===== src/rtl/cla_pkg.sv =====
// Shared constants and types for the 4-bit carry-lookahead adder slice.
package cla_pkg;

    localparam int CLA_W = 4;

    typedef logic [CLA_W-1:0] nib_t;

endpackage : cla_pkg


===== src/rtl/cla_lookahead.sv =====
// Flat two-level carry-lookahead unit for one 4-bit group.
// Every carry is a sum of products of G/P/Cin, so no term waits on another carry.
// The same block is reused at the 16-bit level, driven by group G/P.
module cla_lookahead
    import cla_pkg::*;
(
    input  nib_t G,
    input  nib_t P,
    input  logic Cin,
    output nib_t C,
    output logic PG,
    output logic GG,
    output logic Cout
);

    logic [CLA_W-1:0] c_s;
    logic             pg_s;
    logic             gg_s;

    // Lookahead carries and group terms as two-level sum of products.
    always_comb begin
        c_s    = 4'b0000;
        c_s[0] = Cin;
        c_s[1] = G[0] | (P[0] & Cin);
        c_s[2] = G[1] | (P[1] & G[0]) | (P[1] & P[0] & Cin);
        c_s[3] = G[2] | (P[2] & G[1]) | (P[2] & P[1] & G[0])
               | (P[2] & P[1] & P[0] & Cin);
        pg_s   = P[3] & P[2] & P[1] & P[0];
        gg_s   = G[3] | (P[3] & G[2]) | (P[3] & P[2] & G[1])
               | (P[3] & P[2] & P[1] & G[0]);
    end

    assign C    = c_s;
    assign PG   = pg_s;
    assign GG   = gg_s;
    // Carry out comes from the group terms, not from c_s[3], keeping it flat.
    assign Cout = gg_s | (pg_s & Cin);

endmodule : cla_lookahead


===== src/rtl/cla_four_bit.sv =====
// Registered 4-bit carry-lookahead adder: {Cout, S} = A + B + Cin with one
// cycle of latency, plus bit G/P, internal carries and group PG/GG outputs
// for cascading into a higher lookahead level.
module cla_four_bit
    import cla_pkg::*;
(
    input  logic       clk,
    input  logic       rst,
    input  logic [3:0] A,
    input  logic [3:0] B,
    input  logic       Cin,
    output logic [3:0] G,
    output logic [3:0] P,
    output logic [3:0] C,
    output logic [3:0] S,
    output logic       Cout,
    output logic       PG,
    output logic       GG
);

    nib_t g_s;
    nib_t p_s;
    nib_t c_s;
    nib_t s_s;
    logic pg_s;
    logic gg_s;
    logic cout_s;

    // Bit generate/propagate; XOR propagate lets the sum reuse it directly.
    always_comb begin
        g_s = A & B;
        p_s = A ^ B;
    end

    cla_lookahead u_lookahead (
        .G    (g_s),
        .P    (p_s),
        .Cin  (Cin),
        .C    (c_s),
        .PG   (pg_s),
        .GG   (gg_s),
        .Cout (cout_s)
    );

    // Sum is one XOR after the lookahead carries.
    always_comb begin
        s_s = p_s ^ c_s;
    end

    // Output register bank; reset clears everything without waiting for clk.
    always_ff @(posedge clk or posedge rst) begin
        if (rst) begin
            G    <= 4'b0000;
            P    <= 4'b0000;
            C    <= 4'b0000;
            S    <= 4'b0000;
            Cout <= 1'b0;
            PG   <= 1'b0;
            GG   <= 1'b0;
        end else begin
            G    <= g_s;
            P    <= p_s;
            C    <= c_s;
            S    <= s_s;
            Cout <= cout_s;
            PG   <= pg_s;
            GG   <= gg_s;
        end
    end

endmodule : cla_four_bit


===== config.mk =====
export PLATFORM = sky130hd
export DESIGN_NAME = cla_four_bit
export DESIGN_NICKNAME = d
export VERILOG_FILES = /design/src/rtl/cla_pkg.sv /design/src/rtl/cla_lookahead.sv /design/src/rtl/cla_four_bit.sv
export SDC_FILE = /design/constraint.sdc
export NUM_CORES = 1
export LEC_CHECK = 0
export ABC_AREA = 1
export ABC_CLOCK_PERIOD_IN_PS = 800
export BUFFER_PORTS_ARGS = -buffer_cell sky130_fd_sc_hd__buf_4
export CAP_MARGIN = 20
export CELL_PAD_IN_SITES_DETAIL_PLACEMENT = 1
export CELL_PAD_IN_SITES_GLOBAL_PLACEMENT = 2
export CORE_MARGIN = 5
export CORE_UTILIZATION = 27
export DETAILED_ROUTE_END_ITERATION = 8
export GPL_TIMING_DRIVEN = 0
export HOLD_SLACK_MARGIN = 0.05
export PLACE_DENSITY = 0.84
export SLEW_MARGIN = 10
export SYNTH_ARGS = -nofsm -noshare
export SYNTH_HDL_FRONTEND = slang
export SYNTH_SLANG_ARGS = --single-unit
export TNS_END_PERCENT = 5

===== constraint.sdc =====
create_clock -name clk -period 0.8 [get_ports clk]
set_input_delay 0.08 -clock clk [delete_from_list [all_inputs] [get_ports clk]]
set_output_delay 0.08 -clock clk [all_outputs]
set_load 0.02 [all_outputs]

==> reports/metrics.cfg <==
[outcome]
status=complete, but fails checks
violations=hold timing, setup timing

[routing]
wl_um=1540
drt_first_pass_iters=4
routedWlPerCell_um=12.9
postRouteAntennaNets=0
drcViolationCount=0
drt_iter0_drc=4
vias_per_cell=4.26
num_vias=507

[synth]
synth-edff-count=0
synth_seq_cells=19
synth_cell_types=14
yosys.area.top_type=dfrtp_1
yosysWarnings=0
syn-instance-count=53
synth_top_cell_area_share_pct=69.0
yosysSeqAreaShare_pct=69.0
synth.most_common_cell=dfrtp_1
syn-mean-instance-area_um2=13.0
synth_area_um2=689
synth.mux.area_fraction_pct=0
synth-simple-area-share_pct=15.6
async_flop_share_pct=100
synth_xor_area_share_pct=1.27
synthFlopType=dfrtp_1
synth_compound_area_share_pct=1.81
synth_fp_nets=69
yosys-top-cells-count=dfrtp_1, nand2_1, nand2_2
synth_area_leaders=dfrtp_1, ha_1, nand2_2, nand2_1, fa_1
synthAdderAreaFrac_pct=10.2
synth_top_family_by_area=simple AND/OR/NAND/NOR gates

[worst_setup_path]
endpoint_kind=output pin
crit_chain=buf_6
cp_slowest_cell=dfrtp_1
worst-setup-path-type=reg -> out
cp_max_fo=1
cp.required_ns=0.72
critical-path-top-delay-family=flip-flops
crit_buf_inv=1
worstSetupStartpointType=flip-flop
slowest_delay_ns=0.40
cp_data_arrival_time_ns=0.82

[power_and_ir_drop]
vdd_drop_max_mv=1.17
p_per_area_nw_per_um2=1990
power_leakage_nw=0.558

[timing]
period_minus_slack_ns=0.901
fin_hold_ws_ns=-0.107
postLayoutSetupSlackWorst_ns=-0.101
max_clock_freq_ghz=1.11
rsz0062_at_grt=yes
fin_crit_sh_pct=113
final_max_slew_viol_count=0
slew_headroom_pct=53.2
hold_viol_final=19
worstMarginPinSlew_ns=0.701
finalSetupViolCount=19

[die]
core_area_um2=2450
initial_core_util_pct=28.1
dieHeight_um=60.5
dieArea_um2=3660
ios=30
die_w_um=60.5
num_rows=18

[final_layout]
fillers=280
n_antenna_cell=0
layout-drive-gt1-share_pct=44.9
final_nets=106
postLayoutCellArea_um2=1100
syn2layout_area_growth_pct=59.2
final_util_pct=44.7

[clock_tree]
htree_levels=1
cts_tree=built
cts.clk_slew.worst_paths_ns=0.11
numCtsBuffers=3
cts_max_path_buffers=2
postCtsSetupRepairBufs=0
root_buffer=clkbuf_4
cts.sinks=19

[place]
numPortBuffers=29
post_dp_cell_area_um2=970
place_hpwl_um=1230
gp_congestion=0.683

[flow_run]
cap_violations=0

[global_routing]
first_global_vias=567
grt_max_degree=20
grt_pass1_wl_um=2570
grt.total_usage_pct=10.0
overflow=0
antenna_found_initial=0

[hold_path]
hold_path_class=in -> async

cells in the final DEF, fill, tap and decap left out, drive strengths merged:
cell type / count
nand3: 4
fa: 1
ha: 4
clkbuf: 4
xor2: 1
nand2: 13
inv: 4
nor2: 3
or2: 1
dfrtp: 19
dlygate4sd3: 3
nand4: 1
o21bai: 1
a21oi: 1
buf: 29
cell families after synthesis:
family / Yosys count
AND/OR/NAND/NOR: 22
buffers and inverters: 4
flip-flops: 19
adder cells (fa/ha/maj): 5
AO/OA/AOI/OAI: 2
XOR/XNOR: 1
final cells by class:
type / count / area [um2] / area share (%)
flip-flops and latches: 19 / 475 / 43.3
repair buffers: 32 / 319 / 29.1
multi-input cells: 30 / 224 / 20.4
well taps: 30 / 37.5 / 3.42
clock buffers: 4 / 26.3 / 2.39
inverters: 4 / 15.0 / 1.37
power by group:
group          internal [mW]  leakage, nW  switching [mW]  total (mW)
logic                  0.306        0.312           0.309       0.615
registers               1.06        0.231          0.0461        1.10
clock network          0.194       0.0150           0.273       0.467
what timing repair did:
item | CTS | global route
gates resized for setup | 19 | 0
endpoints found under the setup margin | 19 | 19
hold buffers | 2 | 1
hold endpoints to repair | 21 | 21
stage by stage:
| stage | power (mW) | setup slack, ns | setup TNS [ns] | instances |
|---|---|---|---|---|
| floorplan | 1.39 | -0.0687 | -0.0784 | 53 |
| global placement | 1.64 | -0.226 | -1.21 | 112 |
| detailed placement | 1.66 | -0.250 | -1.41 | 112 |
| CTS | 2.21 | -0.103 | -1.77 | 118 |
| global route | 2.31 | -0.153 | -2.50 | 119 |
| finish | 2.19 | -0.101 | -1.58 | 119 |
state kept, by name, summed over array words and instances, names as in the netlist:
name  count
G         4
S         4
Cout      1
C         4
P         4
GG        1
PG        1
how the worst max path moves through the flow:
stage	slack, ns	start	to	cells after the start
floorplan	-0.07	A[2]	S[3]$_DFF_PP0_	6
global placement	-0.23	A[2]	S[3]$_DFF_PP0_	7
CTS	-0.10	GG$_DFF_PP0_	GG	1
global route	-0.15	C[2]$_DFF_PP0_	C[2]	1
finish	-0.10	S[2]$_DFF_PP0_	S[2]	1
detailed placement	-0.25	A[2]	S[3]$_DFF_PP0_	7
metal layers:
layer / wire length (um) / part of all wire (%) / global-route usage (%)
met4: 16 / 1.0 / 6.50
met5: 0 / 0 / 0
met2: 771 / 50 / 15.6
met1: 600 / 39 / 11.6
met3: 149 / 9.7 / 3.83
(Power assumes the default switching activity.)
